--- src/rtl/neuron_pkg.sv ---
// ============================================================================
// neuron_pkg -- shared types and constants for the spiking-neuron datapath
// Revision: 1.0
// ============================================================================
`default_nettype none

package neuron_pkg;

  localparam int DATA_W = 8;
  localparam logic [DATA_W-1:0] SAT_MAX = 8'hFF;

  typedef enum logic [1:0] {
    ST_IDLE   = 2'd0,
    ST_FIRE   = 2'd1,
    ST_REFRAC = 2'd2
  } fsm_state_t;

endpackage

`default_nettype wire

--- src/rtl/sat_add8.sv ---
// ============================================================================
// sat_add8 -- 8-bit unsigned adder that clamps at the saturation maximum
// Revision: 1.0
// ============================================================================
`default_nettype none

module sat_add8
  import neuron_pkg::*;
(
  input  logic [DATA_W-1:0] a,
  input  logic [DATA_W-1:0] b,
  output logic [DATA_W-1:0] y
);

  logic [DATA_W:0] sum;

  always_comb begin
    sum = {1'b0, a} + {1'b0, b};
    y   = sum[DATA_W] ? SAT_MAX : sum[DATA_W-1:0];
  end

endmodule

`default_nettype wire

--- src/rtl/spike_gen.sv ---
// ============================================================================
// spike_gen -- threshold spike generator with refractory period, adaptive
//              threshold and saturating spike counter
// Revision: 1.0
// ============================================================================
`default_nettype none

module spike_gen
  import neuron_pkg::*;
#(
  parameter int REFRAC_CYCLES = 3,
  parameter int THRESH_INC    = 16
) (
  input  logic              clk,
  input  logic              reset_n,
  input  logic [DATA_W-1:0] state,
  input  logic [DATA_W-1:0] threshold_base,
  input  logic              enable,
  input  logic              count_clr,
  output logic              spike,
  output logic              refractory,
  output logic [DATA_W-1:0] threshold_eff,
  output logic [DATA_W-1:0] spike_count
);

  localparam logic [3:0]        REFRAC_LOAD = 4'(REFRAC_CYCLES - 1);
  localparam logic [DATA_W-1:0] INC_VAL     = 8'(THRESH_INC);

  fsm_state_t        fsm_q, fsm_d;
  logic [3:0]        cnt_q, cnt_d;
  logic [DATA_W-1:0] adapt_q, adapt_d;
  logic [DATA_W-1:0] count_q, count_d;
  logic              spike_q, spike_d;
  logic              refrac_q, refrac_d;

  logic [DATA_W-1:0] adapt_inc;
  logic [DATA_W-1:0] count_inc;
  logic              fire;

  sat_add8 u_thr_add (
    .a (threshold_base),
    .b (adapt_q),
    .y (threshold_eff)
  );

  sat_add8 u_adapt_add (
    .a (adapt_q),
    .b (INC_VAL),
    .y (adapt_inc)
  );

  sat_add8 u_count_add (
    .a (count_q),
    .b (8'd1),
    .y (count_inc)
  );

  assign fire = (fsm_q == ST_IDLE) && enable && (state >= threshold_eff);

  always_comb begin
    fsm_d   = fsm_q;
    cnt_d   = cnt_q;
    adapt_d = adapt_q;
    count_d = count_q;
    unique case (fsm_q)
      ST_IDLE: begin
        if (fire) begin
          fsm_d   = ST_FIRE;
          adapt_d = adapt_inc;
          count_d = count_inc;
        end else if (adapt_q != '0) begin
          adapt_d = adapt_q - 8'd1;
        end
      end
      ST_FIRE: begin
        fsm_d = ST_REFRAC;
        cnt_d = REFRAC_LOAD;
      end
      ST_REFRAC: begin
        if (cnt_q == 4'd0) begin
          fsm_d = ST_IDLE;
        end else begin
          cnt_d = cnt_q - 4'd1;
        end
      end
      default: fsm_d = ST_IDLE;
    endcase
    // A clear coinciding with a fire edge still counts that spike
    if (count_clr) begin
      count_d = fire ? 8'd1 : 8'd0;
    end
    spike_d  = (fsm_d == ST_FIRE);
    refrac_d = (fsm_d == ST_REFRAC);
  end

  always_ff @(posedge clk or negedge reset_n) begin
    if (!reset_n) begin
      fsm_q    <= ST_IDLE;
      cnt_q    <= '0;
      adapt_q  <= '0;
      count_q  <= '0;
      spike_q  <= 1'b0;
      refrac_q <= 1'b0;
    end else begin
      fsm_q    <= fsm_d;
      cnt_q    <= cnt_d;
      adapt_q  <= adapt_d;
      count_q  <= count_d;
      spike_q  <= spike_d;
      refrac_q <= refrac_d;
    end
  end

  assign spike       = spike_q;
  assign refractory  = refrac_q;
  assign spike_count = count_q;

endmodule

`default_nettype wire

--- config.mk ---
export PLATFORM = sky130hd
export DESIGN_NAME = spike_gen
export DESIGN_NICKNAME = d
export VERILOG_FILES = /design/src/rtl/neuron_pkg.sv /design/src/rtl/sat_add8.sv /design/src/rtl/spike_gen.sv
export SDC_FILE = /design/constraint.sdc
export NUM_CORES = 1
export LEC_CHECK = 0
export ABC_AREA = 1
export BUFFER_PORTS_ARGS = -buffer_cell sky130_fd_sc_hd__buf_2
export CAP_MARGIN = 20
export CELL_PAD_IN_SITES_DETAIL_PLACEMENT = 0
export CELL_PAD_IN_SITES_GLOBAL_PLACEMENT = 1
export CORE_MARGIN = 2
export CORE_UTILIZATION = 45
export CTS_BUF_LIST = sky130_fd_sc_hd__clkbuf_8
export DETAILED_ROUTE_END_ITERATION = 16
export PLACE_DENSITY = 0.88
export SYNTH_ARGS = -nofsm -noshare
export SYNTH_HDL_FRONTEND = slang
export SYNTH_SLANG_ARGS = --single-unit
--- constraint.sdc ---
create_clock -name clk -period 6.7 [get_ports clk]
set_input_delay 1.34 -clock clk [delete_from_list [all_inputs] [get_ports clk]]
set_output_delay 1.34 -clock clk [all_outputs]
set_load 0.02 [all_outputs]
==> flow_summary.toml, run 1 <==
[sta]
tns_ns = 0
fmax_ghz = 0.231
skew_ns = 0.00254
drv_slew = 0
tightestPinTransition_ns = 0.545
max_slew_margin = 0.637
rsz0062_at_grt = "false"
hold_viol = 0
fin_crit_ns = 4.33
setup_viol = 0
fin_crit_sh = 0.646

[global_route]
track_usage = 0.167
antenna_found_initial = 0
grt_max_degree = 25
gr-total-overflow = 0
grt_pass1_wl_um = 6870
grt_pass1_vias = 1624

[power_and_ir_drop]
power_leakage_nw = 1.34
power.internal_w = 0.000540
power.share.clock = 0.121
power_frac_comb = 0.652
ir_drop_mv = 0.204
power.total_w = 0.00109
switching_share = 0.504
seqPwrFrac = 0.228
power_density_nw_per_um2 = 467
switching_power_w = 0.000550

[cts]
numCtsBuffers = 3
cts_tree = "done"
path_clk_slew_ns = 0.09
clockRootBuffer = "clkbuf_8"
cts.path.max_buffers = 2
ctsResizeCount = 0
cts_sinks = 24
cts_setup_buffers = 0
h-tree-depth = 1
clkLatencyLatePin_ns = 0.28
cts_hold_buffers = 0

[detailed_routing]
viasPerCell = 4.89
wl_um = 3980
vias = 1786
antenna_left = 0
drc = 0
drtPass1Iterations = 4
drtIter0Drc = 99
wire_per_inst_um = 10.9

[critical_path]
crit_top_cell = "buf_2"
path_cells = "buf_2 > ha_1 > fa_1 > nand3_1 > nand2_1 > a31oi_4 > inv_1 > or2_1 > buf_2"
path_class = "in2out"
cp_max_fo = 5
critical_path_buf_inv_count = 3
arrival_ns = 2.99
crit_path_start_kind = "input port"
cp.required_ns = 5.36
critPathTopFamily = "adder cells"
worst_setup_path_end_kind = "primary output"
slowest_stage = "fa_1"
cpPeakStageDelay_ns = 0.41

[die]
ioPinCount = 38
num_rows = 24
start_util = 0.466
dieWidth_um = 71.1
core_area_um2 = 4350
dieHeight_um = 71.1
dieArea_um2 = 5060

[logic_synthesis]
synth_top_area_cell = "dfrtp_1"
ys_ff_latch = 24
synth_edf_count = 0
syn-num-nets = 318
synth_top_area_share = 0.296
synth_area_per_cell_um2 = 7.40
yosysUniqueCellTypes = 32
synthFlopType = "dfrtp_1"
yosys_warnings = 0
yosysMostFrequentCell = "nand2_1"
yosysSeqAreaShare = 0.296
synth_area_leaders = "dfrtp_1 30%, ha_1 14%, nand2_1 10%, inv_1 9.6%, nand3_1 5.9%"
synth_commonest_cells = "55 x nand2_1, 52 x inv_1, 24 x dfrtp_1, 24 x nand3_1, 23 x ha_1"
netlist_area_um2 = 2030
syn_inst = 274
async_flop_share = 1.00

[place]
dp_hpwl_um = 3170
port_buffers = 37
place_congestion = 0.830

[finish]
n_antenna_cell = 0
drive_gt1_frac = 0.185
syn2layout_area_growth_pct = 15.1
num-nets-final = 358
fillers = 442

[run_status]
status = "complete, no violations"

[run]
cap_violations = 0

[hold_path]
hold_class = "reg2reg"
[kinds of logic (layout without fill, tap and decap cells)]
logic type	count (synthesis)	after routing	synth area share
AO/OA/AOI/OAI	42	42	0.119
XOR/XNOR	12	12	0.0519
adder cells (fa/ha/maj)	24	24	0.152
buffers and inverters	55	94	0.106
AND/OR/NAND/NOR	117	117	0.275
flip-flops	24	24	0.296
[final timing paths]
| path | from | to | slack [ns] | depth (start not counted) |
|---|---|---|---|---|
| worst max-delay path | threshold_base[0] | threshold_eff[0] | 2.37 | 9 |
| worst min-delay path | cnt_q[0] | cnt_q[0] | 0.50 | 1 |
| worst max register to register | adapt_q[0] | spike_count[5] | 3.56 | 17 |
| worst min register to register | cnt_q[0] | cnt_q[0] | 0.50 | 1 |
| max in group asynchronous | reset_n | adapt_q[2] | 5.30 | 1 |
| min in group asynchronous | reset_n | adapt_q[4] | 1.04 | 1 |
[layout make-up]
class / instances / area (um^2) / area share
multi-input combinational: 195 / 1210 / 0.519
sequential: 24 / 601 / 0.258
inverter: 53 / 199 / 0.0853
timing repair buffer: 37 / 185 / 0.0794
tap: 52 / 65.1 / 0.0279
clock buffer: 3 / 41.3 / 0.0177
clock inverter: 1 / 30.0 / 0.0129
[sequential cells by signal, indices dropped and copies added, names as in the netlist]
name / flops
adapt_q: 8
spike_count: 8
cnt_q: 4
fsm_q: 2
refractory: 1
spike: 1
[cells in the final DEF (no fill, tap or decap)]
cell type / instances
nor3_1: 1
nand4_1: 3
inv_1: 52
o21ai_0: 19
nand3_1: 24
a31oi_4: 1
nor2_2: 3
a21oi_1: 13
dfrtp_1: 24
o21a_1: 1
nand2_1: 55
clkbuf_8: 3
o22ai_1: 3
xor2_1: 10
nand2_2: 3
fa_1: 1
nor2_4: 3
and2_1: 1
or2_1: 1
o211ai_1: 1
a22oi_1: 1
xnor2_1: 2
bufinv_16: 1
inv_2: 1
ha_1: 23
nand2_4: 3
nor3_2: 1
a21o_1: 1
o21ai_1: 2
nor2_1: 16
buf_2: 37
nand3b_1: 1
or2_2: 2
[routing by layer]
metal	wire [um]	up-vias	track usage
met5	0	-	0
met4	55	0	0.0566
met3	192	5	0.0271
met2	1760	42	0.271
met1	1980	782	0.227
li1	-	957	-
[through the flow]
step,worst slack [ns],instances,util,hold WS [ns],area (um^2)
after detailed placement,2.34,361,0.519,0.488,2260
after floorplan,2.65,274,-,0.457,2030
after CTS,2.35,365,0.536,0.507,2330
final,2.37,365,0.536,0.502,2330
after global routing,2.25,365,0.536,0.537,2330
after global placement,2.37,361,0.519,0.480,2260
[worst register-to-register path, delay by kind of cell (launching register included)]
kind                     cells  cell delay (ns)
AND/OR/NAND/NOR             11             1.25
adder cells (fa/ha/maj)      3             0.89
AO/OA/AOI/OAI                2             0.41
flip-flops                   1             0.39
buffers and inverters        1             0.12
[power by group through the flow]
stage          Sequential, W  Clock, W  Combinational, W
2_1_floorplan       0.000243         0          0.000570
6_report            0.000248  0.000132          0.000710
4_1_cts             0.000248  0.000134          0.000720
3_5_place_dp        0.000251         0          0.000717
3_3_place_gp        0.000249         0          0.000709
5_1_grt             0.000254  0.000138          0.000822
(Power assumes the default switching activity.)
==> inputs of run 2 (changes only) <==
- CORE_UTILIZATION: 45 -> 37
- PLACE_DENSITY: 0.88 -> 0.77
- clock period: 6.7 -> 3.8 ns (I/O delays scaled with it)
==> run 2 against run 1 <==
Against the previous run:
- routed wire length increased by 6.5%
- hold slack got worse by 0.034 ns
- clock power increased by 70%
- global-route usage decreased by 1.5 points
- clock-buffer cell count unchanged
- critical path depth increased by 12
- final cell count increased by 4.9%
- non-clock buffer count unchanged
- sequential cell count unchanged
- largest cell class unchanged
- combinational power increased by 77%
- via count increased by 0.62%
- critical endpoint is now adapt_q[3]
==> flow_summary.toml, run 2 (synthesis results as in run 1) <==
[run_status]
status = "complete, no violations"

[critical_path]
critical_path_buf_inv_count = 3
crit_top_cell = "nand2_1"
worstReg2RegEnd = "adapt_q[3]"
slowest_stage = "fa_1"
critPathTopFamily = "simple AND/OR/NAND/NOR gates"
worst_setup_path_end_kind = "flip-flop"
crit_path_start_kind = "input port"
cp.required_ns = 3.97
r2r_start = "adapt_q[0]"
path_class = "in2reg"
path_depth = 21
arrival_ns = 3.43
path_cells = "buf_2 > ha_1 > fa_1 > nand3_1 > nand2_1 > a31oi_4 > inv_1 > or2_1 > ha_1 > nand2_1 > nand3_1 > nand2_1 > nand2_1 > nand2_1 > nand2_2 > nand2_4 > nand2_2 > nand2_2 > inv_1 > nand2_1 > nand2_1"
reg2reg_depth = 20
cp_max_fo = 14
ff2ff_setup_slack_ns = 0.73
cpPeakStageDelay_ns = 0.40

[die]
num_rows = 26
dieHeight_um = 78.0
dieWidth_um = 78.0
ioPinCount = 38
dieArea_um2 = 6090
start_util = 0.389
core_area_um2 = 5200

[detailed_routing]
drtIter0Drc = 60
viasPerCell = 4.69
antenna_left = 0
drtPass1Iterations = 4
wl_met3_um = 177
wl_um = 4240
dr.max_layer_used = "met4"
wl_met2_um = 1930
wire_per_inst_um = 11.1
vias = 1797
wl_met1_um = 2080
drc = 0

[hold_path]
hold_class = "in2async"

[power_and_ir_drop]
power.internal_w = 0.000952
ir_drop_mv = 0.399
switching_share = 0.505
power_leakage_nw = 1.34
switching_power_w = 0.000972
power.share.clock = 0.117
power.total_w = 0.00192
power_frac_comb = 0.656
seqPwrFrac = 0.228
power_density_nw_per_um2 = 817

[cts]
path_clk_slew_ns = 0.09
cts.path.max_buffers = 2
cts_setup_buffers = 0
clkLatencyLatePin_ns = 0.27
ctsResizeCount = 0
cts_sinks = 24
cts_tree = "done"
numCtsBuffers = 3
clockRootBuffer = "clkbuf_8"
cts_hold_buffers = 0
h-tree-depth = 1

[run]
cap_violations = 0

[sta]
fin_crit_sh = 0.858
tns_ns = 0
setup_ws_ns = 0.538
skew_ns = 0.00461
fmax_ghz = 0.307
setup_viol = 0
max_slew_margin = 0.634
tightestPinTransition_ns = 0.549
drv_slew = 0
hold_viol = 0
rsz0062_at_grt = "false"
hold_ws_ns = 0.469
fin_crit_ns = 3.26

[place]
dp.cells = 379
pre_cts_ws_ns = 0.227
place_congestion = 0.780
dp_hpwl_um = 3450
port_buffers = 37

[finish]
final_cell_mix = "55 x nand2_1, 52 x inv_1, 37 x buf_2"
final_common_cell = "nand2_1"
num-nets-final = 358
drive_gt1_frac = 0.185
syn2layout_area_growth_pct = 16.2
instances_no_fill = 383
n_antenna_cell = 0
fillers = 555

[global_route]
grt_max_degree = 25
grt_pass1_vias = 1732
gr-total-overflow = 0
grt_pass1_wl_um = 7580
track_usage = 0.151
antenna_found_initial = 0
-- run 2: cell counts in the layout (fill, tap and decap cells not counted) --
No cell type changed its count.
-- run 2: worst max path at each step --
stage | startpoint | to | slack (ns)
after floorplan | threshold_base[0] | adapt_q[7] | 0.50
after global placement | threshold_base[0] | adapt_q[3] | 0.32
after detailed placement | threshold_base[0] | spike_count[5] | 0.23
after CTS | threshold_base[0] | spike_count[5] | 0.52
after global routing | threshold_base[0] | adapt_q[3] | 0.25
final | threshold_base[0] | adapt_q[3] | 0.54
-- run 2: metal layers --
metal,global-route usage,vias up
met1,0.198,808
li1,-,951
met5,0,-
met2,0.254,31
met4,0.0474,0
met3,0.0287,7
-- run 2: power by group through the flow --
stage / combinational (W) / sequential (W) / clock [W]
floorplan: 0.00100 / 0.000429 / 0
global placement: 0.00127 / 0.000445 / 0
detailed placement: 0.00127 / 0.000446 / 0
CTS: 0.00128 / 0.000441 / 0.000232
global route: 0.00147 / 0.000452 / 0.000241
finish: 0.00126 / 0.000438 / 0.000225
-- run 2: layout make-up --
cell class	instances	area, um^2	share of cell area
clock inverter	1	30.0	0.0128
inverter	53	199	0.0845
multi-input combinational	195	1210	0.514
timing repair buffer	37	185	0.0786
clock buffer	3	41.3	0.0175
sequential	24	601	0.255
tap	70	87.6	0.0372
-- run 2: metrics by stage --
step	area [um^2]	util
global placement	2280	0.439
floorplan	2030	-
finish	2350	0.452
global route	2350	0.452
detailed placement	2280	0.439
CTS	2350	0.452
==> inputs of run 3 (changes only) <==
- ABC_AREA: 1 -> not set
- CORE_UTILIZATION: 37 -> 39
- PLACE_DENSITY: 0.77 -> 0.78
==> run 3 against run 2 <==
Against the previous run:
- area after synthesis shrank 1.1%
- clock power shrank 23%
- cell area grew 5.5%
- routed wire length grew 9.5%
- via count grew 4.1%
- global-route usage grew 2.1 points
- largest power group unchanged
- register-to-register slack lost 0.49 ns
- die area shrank 5.9%
- synthesized cell count shrank 17%
==> flow_summary.toml, run 3 <==
[finish]
syn2layout_area_growth_pct = 24.0
fillers = 503
n_antenna_cell = 0
final_common_cell = "buf_2"
final_cell_mix = "37 x buf_2, 24 x dfrtp_1, 22 x ha_1"
num-nets-final = 327
drive_gt1_frac = 0.284
instances_no_fill = 352
design_area_um2 = 2480

[sta]
max_slew_margin = 0.635
hold_viol = 0
fin_crit_sh = 0.962
skew_ns = 0.00251
rsz0062_at_grt = "true"
fin_crit_ns = 3.66
setup_viol = 0
hold_ws_ns = 0.471
drv_slew = 0
fmax_ghz = 0.273
tns_ns = 0
tightestPinTransition_ns = 0.547

[cts]
path_clk_slew_ns = 0.08
cts.path.max_buffers = 2
numCtsBuffers = 3
h-tree-depth = 1
clkLatencyLatePin_ns = 0.27
cts_sinks = 24
clockRootBuffer = "clkbuf_8"
cts_hold_buffers = 0
cts_tree = "done"

[logic_synthesis]
yosys_warnings = 0
ys_ff_latch = 24
yosysMostFrequentCell = "dfrtp_1"
syn-num-nets = 271
synth_commonest_cells = "24 x dfrtp_1, 23 x ha_1, 18 x a21oi_1"
synth_top_family_by_area = "compound AO/OA/AOI/OAI gates"
synth_compound_area_frac = 0.253
synth_top_area_cell = "dfrtp_1"
synth_top_area_share = 0.300
synthFlopType = "dfrtp_1"
syn_inst = 227
synth_area_leaders = "dfrtp_1 30%, ha_1 14%, a21oi_1 4.5%, and3_1 3.7%, inv_1 3.2%"
yosysUniqueCellTypes = 52
synthMuxAreaShare = 0.00999
netlist_area_um2 = 2000
yosysSeqAreaShare = 0.300
async_flop_share = 1.00
synth_area_per_cell_um2 = 8.83
synthAdderAreaFrac = 0.154
yosys.area_share.simple = 0.216
synth_xor_area_frac = 0.0262
synth_edf_count = 0

[place]
place_congestion = 0.849
port_buffers = 37
dp_hpwl_um = 3700
dp.cells = 347
place_area_um2 = 2400

[die]
core_area_um2 = 5040
start_util = 0.398
num_rows = 26
dieWidth_um = 75.7
dieHeight_um = 75.7
dieArea_um2 = 5730
ioPinCount = 38

[critical_path]
crit_path_start_kind = "input port"
cp_max_fo = 15
r2r_start = "adapt_q[0]"
worst_setup_path_end_kind = "flip-flop"
path_class = "in2reg"
ff2ff_setup_slack_ns = 0.24
arrival_ns = 3.83
cp.required_ns = 3.97
reg2reg_depth = 14
worstReg2RegEnd = "spike_count[1]"

[global_route]
track_usage = 0.173
grt_pass1_vias = 1674
grt_max_degree = 25
antenna_found_initial = 0
grt_pass1_wl_um = 7570
gr-total-overflow = 0

[power_and_ir_drop]
ir_drop_mv = 0.371
power.total_w = 0.00203
power_density_nw_per_um2 = 815
power_leakage_nw = 1.23

[detailed_routing]
vias = 1870
drc = 0
viasPerCell = 5.31
antenna_left = 0
drtIter0Drc = 81
wire_per_inst_um = 13.2
drtPass1Iterations = 4
wl_um = 4650

[hold_path]
hold_class = "in2async"

[run_status]
status = "complete, no violations"

[run]
cap_violations = 0
## run 3: critical path: stages
cell,delay [ns]
buf_2,0.10
ha_2,0.19
fa_2,0.39
a211oi_2,0.21
o21bai_1,0.10
a21o_1,0.17
a311o_1,0.33
or2_4,0.25
ha_1,0.27
nor2b_1,0.14
o21ai_2,0.09
a31o_4,0.31
nand2_2,0.13
inv_2,0.11
a311oi_1,0.26
## run 3: where the power goes
| part | total [W] | internal, W | leakage (nW) | switching, W |
|---|---|---|---|---|
| clock | 0.000173 | 0.0000925 | 0.0288 | 0.0000807 |
| combinational | 0.00141 | 0.000621 | 0.897 | 0.000793 |
| sequential | 0.000439 | 0.000342 | 0.302 | 0.0000971 |
## run 3: repair_timing
action,CTS,global route
resized for setup,2,3
setup buffers,0,1
endpoints found under the setup margin,1,9
pin swaps,0,0
## run 3: layout make-up
cell class              instances  area [um^2]  share of cell area
clock buffers                   4         55.1              0.0222
inverters                      18         67.6              0.0272
multi-input cells             181         1350               0.545
flip-flops and latches         24          601               0.242
well taps                      70         87.6              0.0352
repair buffers                 55          320               0.129
## run 3: kinds of logic (layout without fill, tap and decap cells)
logic type      count (synthesis)  in the layout
compound gates                 71             71
flops                          24             24
buf+inv                        22             77
xor+xnor                        6              6
mux                             2              2
fa+ha+maj                      24             24
simple gates                   78             78
## run 3: worst max-delay path by stage
| stage | startpoint | end | cells after the start |
|---|---|---|---|
| floorplan | threshold_base[0] | adapt_q[1] | 14 |
| global placement | threshold_base[0] | adapt_q[1] | 14 |
| detailed placement | threshold_base[0] | adapt_q[1] | 14 |
| CTS | threshold_base[0] | adapt_q[1] | 14 |
| global route | threshold_base[0] | spike_count[7] | 15 |
| finish | threshold_base[0] | spike_count[1] | 15 |
## run 3: stage by stage
| step | utilization | setup slack, ns |
|---|---|---|
| global route | 0.493 | -0.0149 |
| CTS | 0.490 | 0.00612 |
| global placement | 0.477 | -0.197 |
| floorplan | - | 0.00209 |
| detailed placement | 0.477 | -0.294 |
| finish | 0.493 | 0.143 |
## run 3: per-layer routing
layer,global-route usage,part of all wire,vias to the layer above
met2,0.285,0.46,36
met4,0.0409,0.0084,0
met1,0.243,0.50,872
met3,0.0198,0.031,5
li1,-,-,957
met5,0,0,-
